===== config.mk =====
export PLATFORM = sky130hd
export DESIGN_NAME = video_frame_writer
export DESIGN_NICKNAME = d
export VERILOG_FILES = /design/src/rtl/video_frame_writer_pkg.sv /design/src/rtl/video_frame_writer_bit_packer.sv /design/src/rtl/video_frame_writer.sv
export SDC_FILE = /design/constraint.sdc
export NUM_CORES = 1
export LEC_CHECK = 0
export ABC_AREA = 0
export BUFFER_PORTS_ARGS = -buffer_cell sky130_fd_sc_hd__buf_4
export CAP_MARGIN = 20
export CORE_ASPECT_RATIO = 0.5
export CORE_UTILIZATION = 24
export CTS_CLUSTER_DIAMETER = 100
export DETAILED_ROUTE_END_ITERATION = 12
export PLACE_DENSITY_LB_ADDON = 0.12
export SYNTH_ARGS = -nofsm -noshare
export SYNTH_HDL_FRONTEND = slang
export SYNTH_SLANG_ARGS = --single-unit

===== constraint.sdc =====
create_clock -name CLK_40 -period 5.88 [get_ports CLK_40]
set_clock_uncertainty 0.05 [all_clocks]
set_input_delay 0.882 -clock CLK_40 [delete_from_list [all_inputs] [get_ports CLK_40]]
set_output_delay 0.882 -clock CLK_40 [all_outputs]
set_load 0.03 [all_outputs]

===== src/rtl/video_frame_writer_pkg.sv =====
// Shared definitions for the video frame writer: buffer geometry defaults and
// the write-side state type.
package video_pkg;

    localparam int unsigned VIDEO_WORD_W         = 16;
    localparam int unsigned VIDEO_MEM_CELL_COUNT = 1200;
    localparam int unsigned VIDEO_ADDR_W         = 11;

    typedef enum logic [1:0] {
        REQ,
        FILL,
        FULL
    } vfw_state_t;

endpackage


===== src/rtl/video_frame_writer_bit_packer.sv =====
// Serial-to-word packer: shifts payload bits in MSB first and flags the sample
// that completes a word; clear_i discards any partial word.
module bit_packer
    import video_pkg::*;
#(
    parameter int unsigned WORD_W = VIDEO_WORD_W
) (
    input  logic              CLK_40,
    input  logic              rst,
    input  logic              sample_i,
    input  logic              bit_i,
    input  logic              clear_i,
    output logic              word_done_o,
    output logic              bits_pending_o,
    output logic [WORD_W-1:0] word_o
);

    localparam int unsigned       CNT_W    = $clog2(WORD_W);
    localparam logic [CNT_W-1:0]  LAST_BIT = CNT_W'(WORD_W - 1);

    logic [WORD_W-1:0] shreg_q, shreg_d;
    logic [CNT_W-1:0]  bit_cnt_q, bit_cnt_d;

    assign bits_pending_o = (bit_cnt_q != '0);

    always_comb begin
        shreg_d     = shreg_q;
        bit_cnt_d   = bit_cnt_q;
        word_o      = {shreg_q[WORD_W-2:0], bit_i};
        word_done_o = sample_i && (bit_cnt_q == LAST_BIT) && !clear_i;
        if (clear_i) begin
            shreg_d   = '0;
            bit_cnt_d = '0;
        end else if (sample_i) begin
            shreg_d   = word_o;
            bit_cnt_d = word_done_o ? '0 : bit_cnt_q + CNT_W'(1);
        end
    end

    always_ff @(posedge CLK_40 or posedge rst) begin
        if (rst) begin
            shreg_q   <= '0;
            bit_cnt_q <= '0;
        end else begin
            shreg_q   <= shreg_d;
            bit_cnt_q <= bit_cnt_d;
        end
    end

endmodule


===== src/rtl/video_frame_writer.sv =====
// Video frame writer: packs the SPI video bit stream into words, fills the back
// bank of a ping-pong frame buffer and swaps banks on the display's frame-done.
module video_frame_writer
    import video_pkg::*;
#(
    parameter int unsigned WORD_W     = VIDEO_WORD_W,
    parameter int unsigned CELL_COUNT = VIDEO_MEM_CELL_COUNT,
    parameter int unsigned ADDR_W     = VIDEO_ADDR_W
) (
    input  logic              CLK_40,
    input  logic              rst,
    input  logic              data_clk_rising_edge,
    input  logic              video_data_ready,
    input  logic              received_bit,
    input  logic              chip_select,
    input  logic              disp_frame_done,
    output logic              wr_en,
    output logic [ADDR_W-1:0] wr_addr,
    output logic [WORD_W-1:0] wr_data,
    output logic              wr_bank,
    output logic              disp_bank,
    output logic              frame_ready,
    output logic              frame_req,
    output logic              overflow_err
);

    localparam logic [ADDR_W-1:0] LAST_ADDR = ADDR_W'(CELL_COUNT - 1);

    vfw_state_t        state_q, state_d;
    logic [ADDR_W-1:0] word_cnt_q, word_cnt_d;
    logic [ADDR_W-1:0] wr_addr_q, wr_addr_d;
    logic [WORD_W-1:0] wr_data_q, wr_data_d;
    logic              wr_en_q, wr_en_d;
    logic              wr_bank_q, wr_bank_d;
    logic              disp_bank_q, disp_bank_d;
    logic              frame_ready_q, frame_ready_d;
    logic              frame_req_q, frame_req_d;
    logic              overflow_q, overflow_d;
    logic              cs_q;

    logic              sample, fill_sample, cs_rise, abort;
    logic              word_done, bits_pending;
    logic [WORD_W-1:0] packed_word;

    assign sample      = data_clk_rising_edge & video_data_ready;
    assign fill_sample = sample & (state_q == FILL);
    assign cs_rise     = chip_select & ~cs_q;
    // A deselect only aborts once something of the frame has been received.
    assign abort       = (state_q == FILL) & cs_rise & (bits_pending | (word_cnt_q != '0));

    bit_packer #(
        .WORD_W (WORD_W)
    ) u_packer (
        .CLK_40         (CLK_40),
        .rst            (rst),
        .sample_i       (fill_sample),
        .bit_i          (received_bit),
        .clear_i        (abort),
        .word_done_o    (word_done),
        .bits_pending_o (bits_pending),
        .word_o         (packed_word)
    );

    always_comb begin
        state_d       = state_q;
        word_cnt_d    = word_cnt_q;
        wr_en_d       = 1'b0;
        wr_addr_d     = wr_addr_q;
        wr_data_d     = wr_data_q;
        wr_bank_d     = wr_bank_q;
        disp_bank_d   = disp_bank_q;
        frame_ready_d = frame_ready_q;
        frame_req_d   = 1'b0;
        overflow_d    = overflow_q;
        case (state_q)
            REQ: begin
                frame_req_d = 1'b1;
                state_d     = FILL;
            end
            FILL: begin
                if (abort) begin
                    word_cnt_d = '0;
                    state_d    = REQ;
                end else if (word_done) begin
                    wr_en_d   = 1'b1;
                    wr_addr_d = word_cnt_q;
                    wr_data_d = packed_word;
                    if (word_cnt_q == LAST_ADDR) begin
                        word_cnt_d    = '0;
                        frame_ready_d = 1'b1;
                        state_d       = FULL;
                    end else begin
                        word_cnt_d = word_cnt_q + ADDR_W'(1);
                    end
                end
            end
            FULL: begin
                if (sample) begin
                    overflow_d = 1'b1;
                end
                if (disp_frame_done) begin
                    disp_bank_d   = wr_bank_q;
                    wr_bank_d     = ~wr_bank_q;
                    frame_ready_d = 1'b0;
                    state_d       = REQ;
                end
            end
            default: state_d = REQ;
        endcase
    end

    always_ff @(posedge CLK_40 or posedge rst) begin
        if (rst) begin
            state_q       <= REQ;
            word_cnt_q    <= '0;
            wr_en_q       <= 1'b0;
            wr_addr_q     <= '0;
            wr_data_q     <= '0;
            wr_bank_q     <= 1'b1;
            disp_bank_q   <= 1'b0;
            frame_ready_q <= 1'b0;
            frame_req_q   <= 1'b0;
            overflow_q    <= 1'b0;
            cs_q          <= 1'b1;
        end else begin
            state_q       <= state_d;
            word_cnt_q    <= word_cnt_d;
            wr_en_q       <= wr_en_d;
            wr_addr_q     <= wr_addr_d;
            wr_data_q     <= wr_data_d;
            wr_bank_q     <= wr_bank_d;
            disp_bank_q   <= disp_bank_d;
            frame_ready_q <= frame_ready_d;
            frame_req_q   <= frame_req_d;
            overflow_q    <= overflow_d;
            cs_q          <= chip_select;
        end
    end

    assign wr_en        = wr_en_q;
    assign wr_addr      = wr_addr_q;
    assign wr_data      = wr_data_q;
    assign wr_bank      = wr_bank_q;
    assign disp_bank    = disp_bank_q;
    assign frame_ready  = frame_ready_q;
    assign frame_req    = frame_req_q;
    assign overflow_err = overflow_q;

endmodule


# Yosys cells after proc, flatten, opt, wreduce, memory -nomap -nowiden
# Index checks and enable logic that the tools add are counted.
[word_totals]
inputBits = 7
romBits = 0
mem_count = 0
latch_bits = 0
elab_cells = 71
ramBits = 0
register_bits = 66
out_inout_bits = 33
[classes]
multipliers = 0
n_reduce_logical = 15
shift = 0
div = 0
muxes = 22
addsub = 2
eq_ne = 10
bitwise_logic = 9
order_cmp = 0
[ops]
columns = ["operator", "count"]
rows = [
  ["2-to-1 mux 11 bit", 3],
  ["2-to-1 mux 15 bit", 2],
  ["2-to-1 mux 4 bit", 3],
  ["adder 11 x 1 -> 11 bit (second input constant)", 1],
  ["equality test 11 bit (second input constant)", 1],
  ["nonzero test 11 bit", 1],
  ["2-to-1 mux 1 bit", 8],
  ["2-to-1 mux 2 bit", 4],
  ["inequality test 3 x 1 -> 1 bit (second input constant)", 2],
  ["case mux 2 bit (3 select lines)", 1],
  ["AND reduction 2 bit", 3],
  ["AND reduction 3 bit", 2],
  ["nonzero test 2 bit", 3],
  ["bitwise AND 1 bit", 5],
  ["AND reduction 5 bit", 1],
  ["adder 4 x 1 -> 4 bit (second input constant)", 1],
  ["equality test 4 bit (second input constant)", 1],
  ["inequality test 2 x 1 -> 1 bit (second input constant)", 2],
  ["inequality test 2 bit (second input constant)", 2],
  ["nonzero test 4 bit", 1],
  ["NOT 1 bit", 3],
  ["equality test 2 x 1 -> 1 bit (second input constant)", 1],
  ["equality test 2 bit (second input constant)", 1],
  ["logical AND 1 bit", 2],
  ["4 further kinds", 4],
]

# Logic depth before layout (Yosys ltp)
# Gate-level depths: netlist of run 1.
[logic_depth]
depth_word = 9
ltp_mapped = 8
depth_no_buf = 6

# Hierarchy
# Synthesis of run 1 repeated with hierarchy kept, for this count alone.
[unflattened]
hier_cells = 243
area_unflattened_um2 = 3011.6
[by_module_without_submodules]
columns = ["mod", "area_per_inst_um2", "cells_each", "n_inst"]
rows = [
  ["video_frame_writer", 2172.1, 166, 1],
  ["bit_packer", 839.6, 77, 1],
]

# Worst setup path after synthesis of run 1
# No wires, ideal clock.
[synth_path]
kind = "input to register"
start = "input video_data_ready"
end = "register wr_addr_q[0], in the netlist wr_addr[0]"
n_path_buf = 1
cell_stages = 5
slack_ps = 3734
arrival_ps = 1971
cell_sequence = "and4b_1 -> nand2_1 -> a21oi_4 -> buf_12 -> mux2_4"
[synth_via]
elab_chain_cells = 5
[synth_lines]
columns = ["item", "line", "text"]
rows = [
  ["start: declaration", "video_frame_writer.sv:13", "input logic video_data_ready,"],
  ["bitwise AND 1 bit", "video_frame_writer.sv:45", "assign sample = data_clk_rising_edge & video_data_ready;"],
  ["bitwise AND 1 bit", "video_frame_writer.sv:46", "assign fill_sample = sample & (state_q == FILL);"],
  ["logical AND 1 bit (2 in series)", "video_frame_writer_bit_packer.sv:30", "word_done_o = sample_i && (bit_cnt_q == LAST_BIT) && !clear_i;"],
  ["AND reduction 3 bit (no source line)", "n/a", ""],
  ["end signal: assignment", "video_frame_writer.sv:129", "wr_addr_q <= wr_addr_d;"],
  ["end: declaration", "video_frame_writer.sv:31", "logic [ADDR_W-1:0] wr_addr_q, wr_addr_d;"],
]
# No other way between the ends.
# A chain may end at the register's enable or synchronous reset.

# Worst setup path after layout of run 1
[layout_path]
start = "input video_data_ready"
end = "register wr_addr_q[7], in the netlist wr_addr[7]"
# The elaborated chain is that of the path after synthesis.

==> summary.md, run 1 <==
| Metric | Value |
|---|---|
| Status | finished clean |
| Buffers on Ports | 39 |
| Vias in the first global route | 2009 |
| Util after Layout | 31.47% |
| CTS Buffer Depth | 2 |
| Leakage | 1.717 nW |
| Top Ports | 40 |
| Largest net degree at the start of global routing | 67 |
| Cell taking the most area after synthesis | dfrtp_1 |
| CP endpoint kind | flip-flop |
| Synth warn | 0 |
| DR DRC count | 0 |
| Total power | 0.001095 W |
| Post-layout min period | 3.133 ns |
| TritonCTS clock tree | yes |
| Initial DRC count | 140 |
| Worst-path maximum fanout | 28 |
| Slowest-stage cell, CP | and4b_1 |
| Clock sink count | 66 |
| Post-CTS Setup Bufs | 0 |
| Synth Register Bits | 66 |
| Diodes inserted | 0 |
| TritonCTS Buffers | 9 |
| Post-synth cell types | 42 |
| Worst EP required | 6.04 ns |
| Area growth syn-to-layout | 25.74% |
| Vias | 2051 |
| First-pass GRT wire length | 10690 um |
| Seq/Total Area, Yosys | 55.15% |
| Setup CP Type | in2reg |
| Final instance area | 3771 um^2 |
| Max VDD drop | 0.1231 mV |
| Root Buffer | clkbuf_16 |
| Slew margin rel. | 33.89% |
| RSZ-0062 raised after global routing | no |
| Die height | 81.05 um |
| WL/cell | 13.59 um |
| Vias/cell | 4.382 |
| Syn Inst Count | 259 |
| Pwr/cell area | 290.4 nW/um^2 |
| Placed cell areas | 3442 um^2 |
| Register Area | 1654 um^2 |
| Worst hold margin | 0.4395 ns |
| Slew @ Worst Pin | 0.9865 ns |
| Worst skew pair latency | 0.33 ns |
| Crit path DAT | 3.29 ns |
| DRT Pass-1 Iters | 4 |
| EDFF count, synth | 0 |
| Slowest stage delay, CP | 0.74 ns |
| Avg Cell Area, Syn | 11.58 um^2 |
| Commonest cells in the synthesized netlist | dfrtp_1 (64), nand2_1 (42), a21oi_1 (27) |
| WP buf/inv | 2 |
| Gpl congestion | 0.7535 |
| Most common cell type on the critical path | buf_4 |
| Layout fillers | 1238 |
| # resized after CTS | 0 |
| Critical Path Start Type | primary input |
| Total GRT Usage | 10.73% |
| Hold_buf cts | 0 |
| Final WL | 6361 um |
| Achievable Freq | 0.3191 GHz |
| Async SR Flop Fraction | 100.0% |
| Cell Rows | 28 |
| Dpl hpwl | 4082 um |
| CP cell instances | buf_4, and4b_1, nand2_1, a21oi_4, buf_4, mux2_2 |
| MaxCap Viol Count | 0 |
| Detail Route Antenna Nets | 0 |
| Die Area | 12970 um^2 |
| Area of the multi-input gates | 1232 um^2 |
| Yosys top cell area share | 53.40% |
| H-tree depth | 3 |
| Clock-pin slew on the worst setup and hold paths | 0.05 ns |
| Final setup viols | 0 |
| Cell area after synthesis | 2999 um^2 |
| Horiz. Die Dim | 160.1 um |
| Initial antenna violation count | 0 |
| Tightest Hold Check Type | reg2reg |
| Post-Syn Nets | 270 |
| Initial core utilization | 25.03% |
| Top cell family by delay on the critical path | simple AND/OR/NAND/NOR gates |
| Core area | 11980 um^2 |
| Synth area leaders | dfrtp_1 (53%), mux2_4 (9.5%), nand2_1 (5.3%), a21oi_1 (4.5%), mux2_2 (3.4%) |
| Tcrit/Tclk final | 53.29% |
| Setup TNS | 0 ns |
| Overflow after GRT | 0 |
| Post-synth top flop | dfrtp_1 |
| Layout cells sized above 1 | 32.34% |
| Most common cell in the netlist | dfrtp_1 |
| Pins Over Slew Limit | 0 |
| Final hold vios | 0 |
| Nets | 309 |
-- cells in the final DEF, fill, tap and decap left out, types with 7 or more instances in the layout --
master / synthesis / final
mux2_4: 19 / 19
dfrtp_1: 64 / 64
mux2_2: 9 / 9
buf_4: 0 / 41
clkbuf_16: 0 / 9
nand3_1: 12 / 12
o21ai_0: 7 / 7
nor2_1: 8 / 7
a21oi_1: 27 / 27
nand2_1: 42 / 42
-- final cells by class --
| type | instances | area share (%) |
|---|---|---|
| clock buffer | 10 | 6.337 |
| clock inverter | 6 | 2.389 |
| tap | 165 | 5.474 |
| timing repair buffer | 42 | 8.560 |
| inverter | 7 | 0.6967 |
| multi-input combinational | 172 | 32.68 |
| sequential | 66 | 43.86 |
-- state kept, by name, summed over array words and instances, names as in the netlist --
signal,cells
cs_q,1
disp_bank,1
frame_ready,1
frame_req,1
overflow_err,1
state_q,2
u_packer.bit_cnt_q,4
u_packer.shreg_q,15
word_cnt_q,11
wr_addr,11
wr_bank,1
wr_data,16
wr_en,1
-- worst register-to-register path: stages, from the launching register on --
cell and delay [ns]:
dfrtp_1 0.42, and4b_1 0.82, nand2_1 0.50, a21oi_4 0.23
buf_4 0.45, mux2_2 0.40
-- logic make-up (layout without fill, tap and decap cells) --
kind of cell | after synthesis | count (layout) | share of synthesized area [%]
flip-flops | 66 | 66 | 55.15
XOR/XNOR | 3 | 3 | 0.8763
multiplexers | 29 | 29 | 13.22
adder cells (fa/ha/maj) | 4 | 4 | 1.669
AO/OA/AOI/OAI | 48 | 48 | 9.805
AND/OR/NAND/NOR | 88 | 88 | 15.44
buffers and inverters | 21 | 65 | 3.838
-- final timing paths --
path | cells past startpoint | from | end | slack [ns]
worst max-delay path | 6 | video_data_ready | wr_addr[7]$_DFFE_PP0P_ | 2.75
worst min-delay path | 1 | overflow_err$_DFFE_PP0P_ | overflow_err$_DFFE_PP0P_ | 0.44
worst max register to register | 5 | state_q[1]$_DFFE_PP0P_ | wr_addr[7]$_DFFE_PP0P_ | 2.89
worst min register to register | 1 | overflow_err$_DFFE_PP0P_ | overflow_err$_DFFE_PP0P_ | 0.44
max in group asynchronous | 3 | rst | wr_addr[6]$_DFFE_PP0P_ | 4.48
min in group asynchronous | 3 | rst | wr_addr[2]$_DFFE_PP0P_ | 0.76
-- through the flow --
step	std cells	setup WS [ns]
5_1_grt	468	2.575
6_report	468	2.747
4_1_cts	468	2.742
2_1_floorplan	259	3.297
3_5_place_dp	452	2.372
3_3_place_gp	451	2.443
-- metal layers --
| metal | up-vias | share of wire (%) | GRT usage, % |
|---|---|---|---|
| li1 | 995 | - | - |
| met1 | 1009 | 51 | 15.12 |
| met2 | 39 | 44 | 15.04 |
| met4 | 0 | 1.4 | 4.762 |
| met5 | - | 0 | 0 |
| met3 | 8 | 3.0 | 3.218 |
-- power breakdown --
part	internal (W)	total (W)	leakage, nW	switching [W]
Combinational	0.0000145	0.0000454	0.658	0.0000309
Clock	0.000383	0.000578	0.159	0.000195
Sequential	0.000462	0.000472	0.900	0.00000920
Total	0.000860	0.00110	1.72	0.000235
(Power assumes the default switching activity.)
==> inputs of run 2 (changes only) <==
- clock period: 5.88 -> 2.91 ns (I/O delays scaled with it)
==> run 2 against run 1 <==
Effect of this change: sequential power rose by 100%; power rose by 100%; global-route usage rose by 0.60 points; core utilization rose by 0.16 points; critical path depth did not move; sequential share of layout area fell by 0.22 points; routed wire length rose by 5.5%; worst hold slack got worse by 0.31 ns; combinational power rose by 110%; worst setup slack got worse by 2.0 ns; cell count rose by 0.43%; clock-buffer cell count rose by 3; critical endpoint is now wr_data[15]$_DFFE_PP0P_; highest routed layer unchanged.
==> summary.md, run 2 (synthesis results as in run 1) <==
| Metric | Value |
|---|---|
| Status | finished clean (unchanged) |
| Setup TNS | 0 ns (unchanged) |
| Slew @ Worst Pin | 0.5457 ns (was 0.9865 ns) |
| Pins Over Slew Limit | 0 (unchanged) |
| Buffers on Ports | 39 (unchanged) |
| Clock-pin slew on the worst setup and hold paths | 0.05 ns (about the same) |
| Vias | 2092 (was 2051) |
| Final WL | 6712 um (was 6361 um) |
| Overflow after GRT | 0 (unchanged) |
| DRT Pass-1 Iters | 4 (unchanged) |
| Setup CP Type | reg2reg (was in2reg) |
| Initial core utilization | 25.03% (unchanged) |
| Pwr/cell area | 585.5 nW/um^2 (was 290.4 nW/um^2) |
| Final hold vios | 0 (unchanged) |
| Hold_buf cts | 0 (unchanged) |
| Diodes inserted | 0 (unchanged) |
| Slew margin rel. | 63.48% (was 33.89%) |
| Detail Route Antenna Nets | 0 (unchanged) |
| CTS Buffer Depth | 2 (unchanged) |
| Placed cell areas | 3470 um^2 (was 3442 um^2) |
| Dpl hpwl | 4367 um (was 4082 um) |
| DR DRC count | 0 (unchanged) |
| H-tree depth | 3 (unchanged) |
| # resized after CTS | 0 (unchanged) |
| Initial antenna violation count | 0 (unchanged) |
| Max VDD drop | 0.2032 mV (was 0.1231 mV) |
| Most common cell after layout, fill and taps aside | dfrtp_1 (unchanged) |
| Cell Rows | 28 (unchanged) |
| Final instance area | 3790 um^2 (was 3771 um^2) |
| Die Area | 12970 um^2 (unchanged) |
| Worst-path maximum fanout | 15 (was 28) |
| Total power | 0.002219 W (was 0.001095 W) |
| Post-layout min period | 2.186 ns |
| RSZ-0062 raised after global routing | no (unchanged) |
| MaxCap Viol Count | 0 (unchanged) |
| Largest register FFs | 16 (unchanged) |
| Gpl congestion | 0.7902 (was 0.7535) |
| Nets | 312 (was 309) |
| Initial DRC count | 83 (was 140) |
| Most frequent cells in the layout | dfrtp_1 (64), buf_4 (44), nand2_1 (42) (was dfrtp_1 (64), nand2_1 (42), buf_4 (41)) |
| Worst skew pair latency | 0.33 ns (about the same) |
| Critical Path Start Type | flip-flop (was primary input) |
| TritonCTS clock tree | yes (unchanged) |
| Non-filler cells in the finished layout | 470 (was 468) |
| Root Buffer | clkbuf_16 (unchanged) |
| Vias in the first global route | 2111 (was 2009) |
| Leakage | 1.731 nW (was 1.717 nW) |
| Die height | 81.05 um (unchanged) |
| Vias/cell | 4.451 (was 4.382) |
| Tightest Hold Check Type | in2async (was reg2reg) |
| Total GRT Usage | 11.33% (was 10.73%) |
| TritonCTS Buffers | 9 (unchanged) |
| Tcrit/Tclk final | 75.13% |
| Core area | 11980 um^2 (unchanged) |
| Util after Layout | 31.63% (was 31.47%) |
| Crit path DAT | 2.35 ns (was 3.29 ns) |
| Clock sink count | 66 (unchanged) |
| WL/cell | 14.28 um (was 13.59 um) |
| Cells on worst reg2reg path | 6 (was 5) |
| First-pass GRT wire length | 11100 um (was 10690 um) |
| Achievable Freq | 0.4574 GHz |
| Horiz. Die Dim | 160.1 um (unchanged) |
| Area growth syn-to-layout | 26.37% (was 25.74%) |
| Worst EP required | 3.08 ns (was 6.04 ns) |
| Post-CTS Setup Bufs | 0 (unchanged) |
| Top Ports | 40 (unchanged) |
| Layout cells sized above 1 | 32.13% (was 32.34%) |
| Largest net degree at the start of global routing | 67 (unchanged) |
| Inst Count DP | 455 (was 452) |
| Final setup viols | 0 (unchanged) |
| CP endpoint kind | flip-flop (unchanged) |
-- run 2: worst paths after layout --
check	from	to	slack, ns
max	u_packer.bit_cnt_q[0]$_DFFE_PP0P_	wr_data[15]$_DFFE_PP0P_	0.72
min in group CLK_40	chip_select	cs_q$_DFF_PP1_	0.17
min reg2reg	overflow_err$_DFFE_PP0P_	overflow_err$_DFFE_PP0P_	0.43
max in group asynchronous	rst	wr_bank$_DFFE_PP1P_	2.35
min	rst	wr_data[0]$_DFFE_PP0P_	0.13
max reg2reg	u_packer.bit_cnt_q[0]$_DFFE_PP0P_	wr_data[15]$_DFFE_PP0P_	0.72
-- run 2: layout make-up --
cell class	instances	area, um^2
inverter	7	26.28
timing repair buffer	45	350.3
sequential	66	1654
clock buffer	13	260.3
fill	1228	8192
multi-input combinational	172	1232
clock inverter	2	60.06
tap	165	206.4
-- run 2: stage by stage --
| stage | worst slack, ns | hold WS [ns] |
|---|---|---|
| final | 0.7238 | 0.1283 |
| after global routing | 0.5868 | 0.1520 |
| after CTS | 0.7090 | 0.1451 |
| after detailed placement | 0.7225 | 0.4264 |
| after global placement | 0.8177 | 0.4044 |
| after floorplan | 0.7720 | 0.3910 |
-- run 2: worst max-delay path: stages, from the launching register on --
cell and delay (ns):
dfrtp_1 0.40, ha_1 0.22, and3_1 0.24, nand2_1 0.28, a21oi_4 0.22, buf_4 0.31, mux2_4 0.33
-- run 2: per-layer routing --
metal / GRT usage (%) / wire length (um) / share of wire [%] / up-vias
met5: 0 / 0 / 0 / -
met4: 5.048 / 102 / 1.5 / 0
met3: 3.882 / 223 / 3.3 / 8
met2: 17.30 / 2986 / 44 / 37
met1: 14.62 / 3399 / 51 / 1045
li1: - / - / - / 1002
-- run 2: report_power, final --
part / internal [W] / switching (W) / leakage (nW) / total, W
combinational: 0.0000320 / 0.0000634 / 0.676 / 0.0000954
sequential: 0.000935 / 0.0000189 / 0.900 / 0.000954
clock: 0.000792 / 0.000378 / 0.156 / 0.00117
